[src/rtl/uart_pkg.sv]
// ---------------------------------------------------------------------------
// uart_pkg
// Shared definitions for the UART blocks (receiver now, transmitter later).
//   - FSM state encoding as plain localparam constants
//   - default frame geometry (data bits, stop-bit oversample ticks)
//   - clog2 helper used to size bit counters at elaboration time
// ---------------------------------------------------------------------------
package uart_pkg;

    // FSM state encoding. Kept as sized constants so older code that
    // compares raw state vectors keeps working.
    localparam logic [2:0] IDLE  = 3'd0;
    localparam logic [2:0] START = 3'd1;
    localparam logic [2:0] DATA  = 3'd2;
    localparam logic [2:0] PAR   = 3'd3;
    localparam logic [2:0] STOP  = 3'd4;

    // Default frame geometry: 8 data bits, one stop bit (16 oversample ticks).
    localparam int DBIT_DEFAULT    = 8;
    localparam int SB_TICK_DEFAULT = 16;

    // Ceiling log2 for counter sizing; clog2(1) = 0, clog2(8) = 3.
    function automatic int clog2(input int value);
        int result;
        int rem;
        result = 0;
        rem    = value - 1;
        while (rem > 0) begin
            result = result + 1;
            rem    = rem >> 1;
        end
        return result;
    endfunction

endpackage

[src/rtl/uart_rx_os16_if.sv]
// ---------------------------------------------------------------------------
// uart_rx_os16_if
// Signal bundle between the serial-line side and the byte consumer of the
// 16x-oversampling UART receiver.
//   rx            raw serial line, idles high, asynchronous to clk
//   s_tick        one-clk pulse at 16x the baud rate
//   dout          received data word, held until the next rx_done_tick
//   rx_done_tick  one-clk strobe: dout and both error flags are valid
//   frame_err     stop bit sampled low
//   parity_err    parity mismatch (always 0 when parity is not built in)
// Modports:
//   master  the receiver itself (consumes rx/s_tick, produces the word)
//   slave   the environment (drives rx/s_tick, consumes the word)
// ---------------------------------------------------------------------------
interface uart_rx_os16_if #(
    parameter int DBIT = uart_pkg::DBIT_DEFAULT
);

    logic            rx;
    logic            s_tick;
    logic [DBIT-1:0] dout;
    logic            rx_done_tick;
    logic            frame_err;
    logic            parity_err;

    modport master (
        input  rx,
        input  s_tick,
        output dout,
        output rx_done_tick,
        output frame_err,
        output parity_err
    );

    modport slave (
        output rx,
        output s_tick,
        input  dout,
        input  rx_done_tick,
        input  frame_err,
        input  parity_err
    );

endinterface

[src/rtl/sync_2ff.sv]
// ---------------------------------------------------------------------------
// sync_2ff
// Two-flop synchronizer for a single asynchronous input pin.
// The reset value is a parameter so idle-high lines (UART RX) do not look
// like an active edge while the chip comes out of reset.
// Ports:
//   clk      destination clock
//   reset_n  asynchronous active-low reset
//   d        asynchronous input
//   q        synchronized output, 2 clk latency
// ---------------------------------------------------------------------------
module sync_2ff #(
    parameter logic RESET_VAL = 1'b0
) (
    input  logic clk,
    input  logic reset_n,
    input  logic d,
    output logic q
);

    logic meta;

    always_ff @(posedge clk or negedge reset_n) begin
        if (!reset_n) begin
            meta <= RESET_VAL;
            q    <= RESET_VAL;
        end else begin
            meta <= d;
            q    <= meta;
        end
    end

endmodule

[src/rtl/uart_rx_os16.sv]
// ---------------------------------------------------------------------------
// uart_rx_os16
// UART receiver driven by a 16x-oversampling tick. Recovers 8N1 frames
// (8E1/8O1 when the parity stage is built in) from the serial line and
// hands each word to the command parser with a one-clk strobe.
//
// Build option:
//   UART_RX_PARITY_EN  defined   -> parity bit expected between the last
//                                   data bit and the stop bit; parity_err
//                                   reports a mismatch
//                      undefined -> no parity bit; parity_err tied to 0
//
// Parameters:
//   DBIT     data bits per frame, LSB first (5..8)
//   SB_TICK  oversample ticks spent in the stop bit (16/24/32 = 1/1.5/2)
//   PAR_ODD  parity sense, 0 = even, 1 = odd (parity build only)
//
// Ports:
//   clk      system clock
//   reset_n  asynchronous active-low reset
//   bus      uart_rx_os16_if.master: rx, s_tick in; dout, rx_done_tick,
//            frame_err, parity_err out
//
// Timing: the line is sampled in the middle of each bit (tick 7 of the
// start bit, then every 16 ticks). rx_done_tick rises one clk after the
// s_tick that ends the stop bit. A framing error still delivers dout.
// ---------------------------------------------------------------------------
module uart_rx_os16 import uart_pkg::*; #(
    parameter int   DBIT    = DBIT_DEFAULT,
    parameter int   SB_TICK = SB_TICK_DEFAULT,
    parameter logic PAR_ODD = 1'b0
) (
    input  logic              clk,
    input  logic              reset_n,
    uart_rx_os16_if.master    bus
);

    // Bit counter width; at least one bit even for degenerate DBIT values.
    localparam int NW = (clog2(DBIT) < 1) ? 1 : clog2(DBIT);

    // Last index values for the counters. s is 5 bits so a 2-stop-bit
    // setting (SB_TICK = 32) still fits; the start/data/parity phases never
    // count past 15 because every phase exit clears s.
    localparam logic [4:0]    S_MID_START = 5'd7;
    localparam logic [4:0]    S_LAST_BIT  = 5'd15;
    localparam logic [4:0]    S_LAST_STOP = 5'(SB_TICK - 1);
    localparam logic [NW-1:0] N_LAST      = NW'(DBIT - 1);

`ifdef UART_RX_PARITY_EN
    localparam logic [2:0] AFTER_DATA = PAR;
`else
    localparam logic [2:0] AFTER_DATA = STOP;
`endif

    // -----------------------------------------------------------------------
    // Line synchronizer. Resets to 1 (idle line) so reset release is not
    // mistaken for a start edge.
    // -----------------------------------------------------------------------
    logic rx_s;

    sync_2ff #(
        .RESET_VAL (1'b1)
    ) u_rx_sync (
        .clk     (clk),
        .reset_n (reset_n),
        .d       (bus.rx),
        .q       (rx_s)
    );

    // -----------------------------------------------------------------------
    // State and datapath registers
    // -----------------------------------------------------------------------
    logic [2:0]      state_q,  state_d;
    logic [4:0]      s_q,      s_d;     // oversample tick counter
    logic [NW-1:0]   n_q,      n_d;     // data bit index
    logic [DBIT-1:0] b_q,      b_d;     // data shift register, LSB first
    logic [DBIT-1:0] dout_q,   dout_d;
    logic            done_q,   done_d;
    logic            ferr_q,   ferr_d;
`ifdef UART_RX_PARITY_EN
    logic            p_q,      p_d;     // received parity bit
    logic            perr_q,   perr_d;
`endif

    always_ff @(posedge clk or negedge reset_n) begin
        if (!reset_n) begin
            state_q <= IDLE;
            s_q     <= '0;
            n_q     <= '0;
            b_q     <= '0;
            dout_q  <= '0;
            done_q  <= 1'b0;
            ferr_q  <= 1'b0;
`ifdef UART_RX_PARITY_EN
            p_q     <= 1'b0;
            perr_q  <= 1'b0;
`endif
        end else begin
            // NOTE: non-blocking assignments so every register updates from
            // the values present before the edge, regardless of statement order.
            state_q <= state_d;
            s_q     <= s_d;
            n_q     <= n_d;
            b_q     <= b_d;
            dout_q  <= dout_d;
            done_q  <= done_d;
            ferr_q  <= ferr_d;
`ifdef UART_RX_PARITY_EN
            p_q     <= p_d;
            perr_q  <= perr_d;
`endif
        end
    end

    // -----------------------------------------------------------------------
    // Next-state logic. A phase exit always clears s, so a tick arriving in
    // the same clk as a transition never increments it.
    // -----------------------------------------------------------------------
    always_comb begin
        // NOTE: every variable gets a default first; without it a path that
        // skips an assignment would infer a latch.
        state_d = state_q;
        s_d     = s_q;
        n_d     = n_q;
        b_d     = b_q;
        dout_d  = dout_q;
        done_d  = 1'b0;
        ferr_d  = ferr_q;
`ifdef UART_RX_PARITY_EN
        p_d     = p_q;
        perr_d  = perr_q;
`endif

        case (state_q)
            IDLE: begin
                // Ticks are ignored here; any low level arms the start check.
                if (!rx_s) begin
                    state_d = START;
                    s_d     = '0;
                end
            end

            START: begin
                if (bus.s_tick) begin
                    if (s_q == S_MID_START) begin
                        s_d = '0;
                        if (!rx_s) begin
                            state_d = DATA;
                            n_d     = '0;
                        end else begin
                            // Line went back high before mid-bit: glitch.
                            state_d = IDLE;
                        end
                    end else begin
                        s_d = s_q + 5'd1;
                    end
                end
            end

            DATA: begin
                if (bus.s_tick) begin
                    if (s_q == S_LAST_BIT) begin
                        s_d = '0;
                        b_d = {rx_s, b_q[DBIT-1:1]};
                        if (n_q == N_LAST) begin
                            state_d = AFTER_DATA;
                        end else begin
                            n_d = n_q + 1'b1;
                        end
                    end else begin
                        s_d = s_q + 5'd1;
                    end
                end
            end

`ifdef UART_RX_PARITY_EN
            PAR: begin
                if (bus.s_tick) begin
                    if (s_q == S_LAST_BIT) begin
                        s_d     = '0;
                        p_d     = rx_s;
                        state_d = STOP;
                    end else begin
                        s_d = s_q + 5'd1;
                    end
                end
            end
`endif

            STOP: begin
                if (bus.s_tick) begin
                    if (s_q == S_LAST_STOP) begin
                        state_d = IDLE;
                        s_d     = '0;
                        dout_d  = b_q;
                        ferr_d  = ~rx_s;
                        done_d  = 1'b1;
`ifdef UART_RX_PARITY_EN
                        // Data ones plus parity bit must match the chosen sense.
                        perr_d  = (^b_q) ^ p_q ^ PAR_ODD;
`endif
                    end else begin
                        s_d = s_q + 5'd1;
                    end
                end
            end

            default: begin
                state_d = IDLE;
                s_d     = '0;
            end
        endcase
    end

    // -----------------------------------------------------------------------
    // Outputs
    // -----------------------------------------------------------------------
    assign bus.dout         = dout_q;
    assign bus.rx_done_tick = done_q;
    assign bus.frame_err    = ferr_q;

`ifdef UART_RX_PARITY_EN
    assign bus.parity_err   = perr_q;
`else
    assign bus.parity_err   = 1'b0;

    // Parity sense has no effect when no parity bit is received.
    logic unused_par_odd;
    assign unused_par_odd = PAR_ODD;
`endif

endmodule
[src/flat_wrapper.sv]
// flat-port wrapper written by rule: the top's interface ports become plain ports
module uart_rx_os16_flat import uart_pkg::*;
#(
    parameter int   DBIT    = DBIT_DEFAULT,
    parameter int   SB_TICK = SB_TICK_DEFAULT,
    parameter logic PAR_ODD = 1'b0
)
  (clk, reset_n, bus_rx, bus_s_tick, bus_dout, bus_rx_done_tick, bus_frame_err, bus_parity_err);
  uart_rx_os16_if #(.DBIT(DBIT)) bus_i ();
  input  logic clk;
  input  logic reset_n;
  input wire logic [$bits(bus_i.rx)-1:0] bus_rx;
  input wire logic [$bits(bus_i.s_tick)-1:0] bus_s_tick;
  output wire logic [$bits(bus_i.dout)-1:0] bus_dout;
  output wire logic [$bits(bus_i.rx_done_tick)-1:0] bus_rx_done_tick;
  output wire logic [$bits(bus_i.frame_err)-1:0] bus_frame_err;
  output wire logic [$bits(bus_i.parity_err)-1:0] bus_parity_err;
  assign bus_i.rx = bus_rx;
  assign bus_i.s_tick = bus_s_tick;
  assign bus_dout = bus_i.dout;
  assign bus_rx_done_tick = bus_i.rx_done_tick;
  assign bus_frame_err = bus_i.frame_err;
  assign bus_parity_err = bus_i.parity_err;
  uart_rx_os16 #(.DBIT(DBIT), .SB_TICK(SB_TICK), .PAR_ODD(PAR_ODD)) u_core (.clk(clk), .reset_n(reset_n), .bus(bus_i));
endmodule
[config.mk]
export PLATFORM = sky130hd
export DESIGN_NAME = uart_rx_os16_flat
export DESIGN_NICKNAME = d
export VERILOG_FILES = /design/src/rtl/uart_pkg.sv /design/src/rtl/uart_rx_os16_if.sv /design/src/rtl/sync_2ff.sv /design/src/rtl/uart_rx_os16.sv /design/src/flat_wrapper.sv
export SDC_FILE = /design/constraint.sdc
export NUM_CORES = 1
export LEC_CHECK = 0
export CORE_MARGIN = 2
export CORE_UTILIZATION = 53
export DETAILED_ROUTE_END_ITERATION = 12
export GPL_TIMING_DRIVEN = 0
export PLACE_DENSITY = 0.78
export SLEW_MARGIN = 20
export SYNTH_ARGS = -nofsm -noshare
export SYNTH_HDL_FRONTEND = slang
export SYNTH_SLANG_ARGS = --single-unit
[constraint.sdc]
create_clock -name clk -period 3.7 [get_ports clk]
set_input_delay 0.74 -clock clk [delete_from_list [all_inputs] [get_ports clk]]
set_output_delay 0.74 -clock clk [all_outputs]
set_load 0.01 [all_outputs]
Yosys cells after proc, flatten, opt, wreduce, memory -nomap -nowiden
Cells that the tools add are included.
{ "classes": {"mux": 26, "addsub": 2, "bitwise_logic": 1, "n_eq_ne": 17, "n_reduce_logical": 8} }
{ "op_table": {"columns": ["op", "count"], "rows": [
  ["$mux 3", 14],
  ["$mux 5", 5],
  ["$pmux 5 s3", 1],
  ["$ne 2x2->1 const B", 6],
  ["$pmux 3 s4", 1],
  ["$ne 2x1->1 const B", 5],
  ["$reduce_and 3->1", 3],
  ["$reduce_and 8->1", 1],
  ["$reduce_and 7->1", 1],
  ["$eq 3x3->1 const B", 2],
  ["$pmux 3 s2", 1],
  ["$add 5x1->5 const B", 1],
  ["$eq 5x3->1 const B", 1],
  ["$eq 5x4->1 const B", 1],
  ["$add 3x1->3 const B", 1],
  ["$eq 3x1->1 const B", 1],
  ["$eq 3x2->1 const B", 1],
  ["$logic_not 3->1", 1],
  ["$mux 1", 3],
  ["$mux 2", 1],
  ["$reduce_bool 2->1", 1],
  ["$reduce_or 2->1", 1],
  ["$not 1->1", 1]
]} }
{ "totals": {"in_bits": 4, "ff_bits": 31, "out_inout_bits": 11} }

Depth between registers and ports, before layout
Gate-level depths: netlist (run 1).
{ "depth": {"depth_word": 5, "mapped_depth": 9} }

Modules after synthesis
From an unflattened synthesis (run 1), not the netlist that was laid out.
{ "hier_totals": {"hier_cells": 129, "area_unflattened_um2": 1517.7} }
{ "modules_own_cells": {"columns": ["module", "n_inst", "seq_area_each_um2", "cells_per_inst", "area_per_inst_um2"], "rows": [
  ["uart_rx_os16", 1, 725.7, 127, 1465.2],
  ["sync_2ff", 1, 52.6, 2, 52.6]
]} }

Worst setup path after synthesis (run 1)
Ideal clock, no wire load.
{ "synth_path": {"path_kind": "reg2reg", "from": "register u_core.s_q[0]", "to": "register u_core.dout_q[0], in the netlist u_core.bus.dout[0]", "period_less_slack_ns": 2.012, "t_required_ns": 3.575, "arrival_ns": 1.887, "path_buffers": 1, "stages_incl_launch_ff": 9, "setup_slack_ns": 1.688, "path_cell_list": "dfrtp_1 -> ha_1 -> nand3_1 -> inv_1 -> ha_1 -> nand2_1 -> or3_1 -> buf_2 -> mux2_2"} }
{ "synth_between": {"elab_chain_cells": 2} }
{ "synth_lines": {"columns": ["item", "line", "rtl"], "rows": [
  ["from (decl)", "uart_rx_os16.sv:74", "logic [4:0] s_q, s_d;"],
  ["from (signal assigned)", "uart_rx_os16.sv:88", "s_q <= '0;"],
  ["from (signal assigned)", "uart_rx_os16.sv:102", "s_q <= s_d;"],
  ["$eq 5x4->1", "uart_rx_os16.sv:192", "if (s_q == S_LAST_STOP) begin"],
  ["$reduce_and 3->1 (no source line)", null, null],
  ["to (signal assigned)", "uart_rx_os16.sv:105", "dout_q <= dout_d;"],
  ["to (decl)", "uart_rx_os16.sv:77", "logic [DBIT-1:0] dout_q, dout_d;"]
]} }
No other way between the ends.
A chain may end at the register's enable or synchronous reset.

Final worst setup path (run 1)
{ "layout_path": {"from": "register u_core.s_q[0]", "to": "register u_core.dout_q[6], in the netlist u_core.bus.dout[6]"} }
Same word-level chain as after synthesis.

==> results by group, run 1 <==
Die
  • IO Pins: 15
  • Starting density of the core: 0.5535
  • Die Wd: 57.67 um
  • Site Rows: 19
  • CORE AREA: about 0.0028 mm2
  • Die H: between 50 and 60 um
  • Area of the die: approximately 0.0033 mm2

Timing
  • Max Fclk: around 440 MHz
  • Worst-Margin Slew: slightly above 0.7 ns
  • Worst setup margin: 1.415 ns
  • Slew margin rel.: 0.5229
  • Pins over their slew limit: 0
  • Period utilization: 0.6177
  • # setup viols final: 0
  • Setup TNS: 0 ns
  • Final Critical Period: 2.285 ns
  • RSZ-0062 raised after global routing: false
  • Final Hold Viols: 0
  • Clk_skew: about 0.014 ns

Drt
  • Routed WL per cell: between 15 and 20 um
  • Total Wirelength: between 3 and 4 mm
  • DRC: 0
  • DR vias/cell: ~6.0
  • Drt first pass iters: 4
  • DRT iter0 DRCs: around 40
  • Total number of vias: approximately 1.1k
  • Post-route ant nets: 0

Synthesis
  • Post-synth EDFFs: 0
  • Post-synthesis simple-gate area fraction: 0.1164
  • Largest family of logic cells by synthesized area: compound AO/OA/AOI/OAI gates
  • Ys Warns: 0
  • Synth area leader: dfrtp_1
  • Multiplexer share of the synthesized area: 0.1311
  • Synth area leaders: dfrtp_1 48%, mux2_2 12%, ha_1 4.1%
  • Count of cell types in the netlist: 37
  • Yosys reg bits: 31
  • Asr flop ratio synth: 1.000
  • Cell Area, Synth: between 0.0015 and 0.002 mm2
  • Synth Area in Compound Gates: 0.1557
  • Most used flip-flop cell after synthesis: dfrtp_1
  • Post-Synth Adder-Cell Area: 0.04098
  • Xor and xnor fraction of the mapped netlist area: 0
  • Mapped Avg Cell Area: about 12 um2
  • Syn_nets: 140
  • Top-area cell type share of the netlist area: 0.4754
  • Cell count after synthesis: roughly 130
  • Register area share after synthesis: 0.5098

Place
  • Port bufs: 13
  • Worst slack, placed: between 1 and 1.5 ns
  • Routability cong.: a little under 0.9
  • Cells after DPL: around 180
  • HPWL after detailed placement: about 2.1 mm

Setup path
  • Crit-path cells: ha_1, nand3_1, inv_1, ha_1, nand2_1, or3_1, buf_2, mux2_2
  • Worst reg2reg path depth: 8
  • R2r endpoint: u_core.bus.dout[6]
  • Worst Setup Start Kind: flip-flop
  • Critical Path Source: u_core.s_q[0]
  • Crit-path slowest cell: dfrtp_1
  • Worst r2r src: u_core.s_q[0]
  • Worst Setup End Kind: flip-flop
  • Crit-path max FO: 10
  • CP Capture Point: u_core.bus.dout[6]
  • CP dominant cell by count: ha_1
  • CP Class: flip-flop to flip-flop
  • Worst endpoint required time: 3.91 ns
  • Reg2Reg Setup Slack: around 1.4 ns
  • CP max stage delay: ~0.42 ns
  • WP data arrival: 2.49 ns

Clock tree
  • Worst skew pair latency: about 0.33 ns
  • Clock buffer depth: 2
  • Cts bufs inserted: 5
  • CTS root buf: clkbuf_4
  • CTS tree: built
  • Cts hold-fix bufs: 0
  • Post-CTS setup buffers: 0
  • Cells resized by post-CTS repair: 0
  • Clock slew at reported path FFs: 0.10 ns
  • H-tree level count: 2
  • CTS Sinks: 31

Cells and area
  • Most common cell after layout, fill and taps aside: dfrtp_1
  • Final Core Density: 0.6393
  • Share of cells above drive strength 1: 0.2303
  • Layout area overhead: 15.49%
  • Most frequent cells in the layout: 29 x dfrtp_1, 16 x mux2_2, 12 x clkdlybuf4s50_1, 8 x o21ai_0, 7 x inv_1
  • Antenna diodes: 0
  • # nets final: 160
  • Area occupied by multi-input gates: roughly 680 um2
  • Flip-flop and latch area: 778.2 um2
  • Fillers: 222
  • Post-route insts no fill: approximately 180

Power
  • Pwr per Cell Area: around 510 mW/mm2
  • Leak: approximately 0.00081 uW
  • Worst VDD drop: 0.0004641 V

Global routing
  • Vias in the first global route: 1105
  • First-pass GRT wire length: between 5 and 6 mm
  • Global Route met2 Usage: 0.3490
  • Busiest grt layer: met2
  • GR met1 Demand/Resource: 0.2716
  • Grt total ovfl: 0
  • Initial antenna violation count: 0
  • GRT Overall Usage: 0.2145
  • Met3 Use GR: 0.07143
  • Largest net degree at the start of global routing: 32

Worst hold path
  • Hold WC Path Type: flip-flop to flip-flop
  • HP Start: u_core.u_rx_sync.meta

Run
  • Max Cap Viol: 0

Run status
  • Status: finished clean
[per-stage QoR]
| step | power (uW) | area [um2] | hold slack (ns) |
|---|---|---|---|
| floorplan | 604.9 | 1526 | 0.3452 |
| global placement | 644.4 | 1695 | 0.3468 |
| detailed placement | 666.0 | 1690 | 0.3611 |
| CTS | 898.7 | 1763 | 0.3694 |
| global route | 959.0 | 1763 | 0.3613 |
| finish | 892.6 | 1763 | 0.3627 |
[cells by family after synthesis]
logic type      after synthesis
buf+inv                      15
flops                        31
compound gates               32
other cells                   1
fa+ha+maj                     5
mux                          18
simple gates                 29
[layout make-up]
| class | instances | share of cell area |
|---|---|---|
| clock inverters | 1 | 0.004258 |
| multi-input cells | 85 | 0.3868 |
| clock buffers | 7 | 0.03691 |
| repair buffers | 13 | 0.07097 |
| flip-flops and latches | 31 | 0.4414 |
| inverters | 7 | 0.01490 |
| plain buffers | 8 | 0.02271 |
| well taps | 31 | 0.02200 |
[synth_stat cells, types with 2 or more instances]
master and instances:
dfrtp_1 29, nor2_1 4, mux2i_1 2, a32o_1 2, nand3_1 2, ha_1 5
nor2b_1 5, a21oi_1 4, nor3_1 2, dfstp_2 2, o21ai_0 8, nand2_1 4
or3_1 3, buf_2 2, mux2_2 16, clkbuf_1 4, o221ai_1 3, o21a_1 2
buf_4 2, inv_1 7, and3_1 2, o31ai_1 6
[power breakdown]
part / total, uW / internal (uW) / leakage (uW) / switching [uW]
logic: 232 / 106 / 0.000358 / 126
clock network: 230 / 111 / 0.0000375 / 119
registers: 431 / 385 / 0.000413 / 45.8
[worst min path at each step]
stage | cells after the start | end | slack, ns
floorplan | 0 | u_core.u_rx_sync.q | 0.35
global placement | 0 | u_core.u_rx_sync.q | 0.35
detailed placement | 0 | u_core.u_rx_sync.q | 0.36
CTS | 0 | u_core.u_rx_sync.q | 0.37
global route | 0 | u_core.u_rx_sync.q | 0.36
finish | 0 | u_core.u_rx_sync.q | 0.36
[flip-flops by register name, summed over array words and instances (netlist names)]
register / flops
u_core.n_q: 3
u_core.u_rx_sync.meta: 1
u_core.bus.dout: 8
u_core.state_q: 3
u_core.bus.frame_err: 1
u_core.s_q: 5
u_core.u_rx_sync.q: 1
u_core.b_q: 8
u_core.bus.rx_done_tick: 1
[worst max-delay path, delay by kind of cell, from the launching register on]
| kind | cells | cell delay, ns |
|---|---|---|
| fa+ha+maj | 2 | 0.46 |
| simple gates | 3 | 0.71 |
| buf+inv | 2 | 0.28 |
| mux | 1 | 0.29 |
| flops | 1 | 0.42 |
[metal layers]
metal	share of wire	vias up
met4	0.0042	0
met3	0.051	2
met5	0	-
met2	0.50	27
li1	-	521
met1	0.44	545
Power figures use the tool's default switching activity.
==> run 2, diff against run 1 <==
Settings changed: CORE_UTILIZATION 53 to 50, PLACE_DENSITY 0.78 to 0.77.
Clock period 3.7 ns to 1.85 ns, I/O delays scaled along.
==> run 2 against run 1 <==
  * Design area grew 14%
  * Sequential share of layout area shrank 5.6 points
  * Critical path depth is the same
  * First-iteration DRC count grew 41%
  * Global-route usage shrank 0.29 points
  * Routed wire length grew 6.8%
  * Non-clock buffer count grew 13
  * The run now ends with negative setup slack left
  * Setup slack lost 1.5 ns
==> results by group, run 2 (same netlist as run 1, synthesis figures left out) <==
Die
  • Die Wd: 59.26 um (was 57.67 um)
  • IO Pins: 15 (unchanged)
  • CORE AREA: 0.002978 mm2 (was 0.002758 mm2)
  • Site Rows: 20 (was 19)
  • Starting density of the core: 0.5126 (was 0.5535)
  • Area of the die: 0.003511 mm2 (was 0.003325 mm2)
  • Die H: 59.26 um (was 57.67 um)

Setup path
  • Worst Setup End Kind: flip-flop (unchanged)
  • Crit-path max FO: 4 (was 10)
  • Critical Path Source: u_core.s_q[0] (unchanged)
  • CP Class: flip-flop to flip-flop (unchanged)
  • Worst endpoint required time: 2.12 ns (was 3.91 ns)
  • WP data arrival: 2.17 ns (was 2.49 ns)
  • Worst r2r src: u_core.s_q[0] (unchanged)
  • Worst Setup Start Kind: flip-flop (unchanged)
  • Reg2Reg Setup Slack: -0.04 ns (was 1.41 ns)

Global routing
  • Vias in the first global route: 1188 (was 1105)
  • Largest net degree at the start of global routing: 32 (unchanged)
  • First-pass GRT wire length: 5.520 mm (was 5.244 mm)
  • Initial antenna violation count: 0 (unchanged)
  • Grt total ovfl: 0 (unchanged)
  • GRT Overall Usage: 0.2115 (was 0.2145)

Power
  • Leak: 0.0009304 uW (was 0.0008089 uW)
  • Pwr per Cell Area: 1021 mW/mm2 (was 506.3 mW/mm2)
  • Worst VDD drop: 0.0006678 V (was 0.0004641 V)
  • Total Power: 2061 uW (was 892.6 uW)

Cells and area
  • Post-route cell area: 0.002018 mm2 (was 0.001763 mm2)
  • Layout area overhead: 32.21% (was 15.49%)
  • Most frequent cells in the layout: 29 x dfrtp_1, 13 x mux2_2, 12 x clkdlybuf4s50_1, 11 x buf_4 (was 29 x dfrtp_1, 16 x mux2_2, 12 x clkdlybuf4s50_1, 8 x o21ai_0, 7 x inv_1)
  • Antenna diodes: 0 (unchanged)
  • Post-route insts no fill: 198 (was 183)
  • Most common cell after layout, fill and taps aside: dfrtp_1 (unchanged)
  • # nets final: 173 (was 160)
  • Share of cells above drive strength 1: 0.3879 (was 0.2303)

Drt
  • Total Wirelength: 3.268 mm (was 3.061 mm)
  • DR vias/cell: 5.848 (was 5.984)
  • DRC: 0 (unchanged)
  • Post-route ant nets: 0 (unchanged)
  • Routed WL per cell: 16.51 um (was 16.73 um)
  • Drt first pass iters: 4 (unchanged)
  • DRT iter0 DRCs: 58 (was 41)
  • Total number of vias: 1158 (was 1095)

Clock tree
  • Cts bufs inserted: 5 (unchanged)
  • CTS tree: built (unchanged)
  • H-tree level count: 2 (unchanged)
  • Clock slew at reported path FFs: 0.10 ns (about the same)
  • CTS Sinks: 31 (unchanged)
  • Worst skew pair latency: 0.33 ns (about the same)
  • CTS root buf: clkbuf_4 (unchanged)
  • Clock buffer depth: 2 (unchanged)

Place
  • Port bufs: 13 (unchanged)
  • Placed inst area: 0.001732 mm2 (was 0.001690 mm2)
  • Routability cong.: 0.8709 (was 0.8642)
  • Cells after DPL: 177 (was 175)
  • HPWL after detailed placement: 2.113 mm (was 2.106 mm)

Timing
  • Slew margin rel.: 0.5549 (was 0.5229)
  • RSZ-0062 raised after global routing: true (was false)
  • # setup viols final: 9 (was 0)
  • Hold_ws: 0.06199 ns (was 0.3627 ns)
  • Max Fclk: 528.3 MHz (was 437.5 MHz)
  • Worst setup margin: -0.04302 ns (was 1.415 ns)
  • Final Hold Viols: 0 (unchanged)
  • Pins over their slew limit: 0 (unchanged)
  • Worst-Margin Slew: 0.6676 ns (was 0.7095 ns)
  • Final Critical Period: 1.893 ns (was 2.285 ns)
  • Clk_skew: 0.01341 ns (was 0.01351 ns)
  • Period utilization: 1.023 (was 0.6177)

Run status
  • Failing checks: negative setup slack
  • Status: finished with violations (was finished clean)

Run
  • Max Cap Viol: 0 (unchanged)

Worst hold path
  • Hold WC Path Type: primary input to asynchronous set/reset pin (was flip-flop to flip-flop)
-- run 2: cell types whose count changed in the layout (fill, tap and decap cells not counted), sizes merged --
cell and change:
clkinvlp -1, buf +13, clkbuf -1, bufinv +1
clkinv +1
-- run 2: per-stage QoR --
stage	worst slack, ns	TNS [ns]	utilization
3_5_place_dp	-0.2213	-2.360	0.5815
6_report	-0.04302	-0.1656	0.6777
5_1_grt	-0.1129	-0.9365	0.6777
2_1_floorplan	0.003894	0	-
3_3_place_gp	-0.1806	-4.116	0.5832
4_1_cts	-0.05050	-0.1043	0.6458
-- run 2: final timing paths --
| path | end | cells past startpoint |
|---|---|---|
| max | u_core.s_q[2] | 8 |
| min | u_core.state_q[1] | 1 |
| max reg2reg | u_core.s_q[2] | 8 |
| min reg2reg | u_core.u_rx_sync.q | 0 |
| max in group asynchronous | u_core.bus.rx_done_tick | 1 |
| min in group clk | u_core.u_rx_sync.q | 0 |
-- run 2: power by group --
| group | switching [uW] | internal, uW | leakage (uW) | total [uW] |
|---|---|---|---|---|
| Sequential | 86.3 | 771 | 0.000413 | 857 |
| Clock | 236 | 319 | 0.0000482 | 555 |
| Combinational | 335 | 314 | 0.000469 | 649 |
| Total | 657 | 1400 | 0.000930 | 2060 |
-- run 2: area by class of cell --
cell class / count / area, um2
Clock buffer: 6 / 51.30
Sequential cell: 31 / 778.2
Buffer: 8 / 51.30
Tap cell: 33 / 41.29
Inverter: 7 / 26.28
Timing Repair Buffer: 26 / 262.8
Clock inverter: 2 / 35.03
Fill cell: 206 / 959.7
Multi-Input combinational cell: 85 / 772.0
-- run 2: routing by layer --
metal	up-vias	GRT usage	wire (um)
met5	-	0	0
met4	0	0.07792	25
met3	4	0.04585	118
met2	30	0.3375	1682
met1	576	0.2833	1441
li1	548	-	-
-- run 2: repair_timing --
action / in CTS / in global routing
hold buffers: 0 / 0
setup buffers: 7 / 5
setup endpoints to repair: 11 / 23
gates cloned: 1 / 0
pin swaps: 6 / 6
gates resized for setup: 6 / 15
-- run 2: critical path, cell delays in order, from the launching register on --
cell and delay (ns):
dfrtp_1 0.41, ha_2 0.20, nand3_2 0.09, inv_2 0.05
ha_4 0.17, or4b_4 0.49, o311a_4 0.14, o221ai_2 0.14
a32o_1 0.15
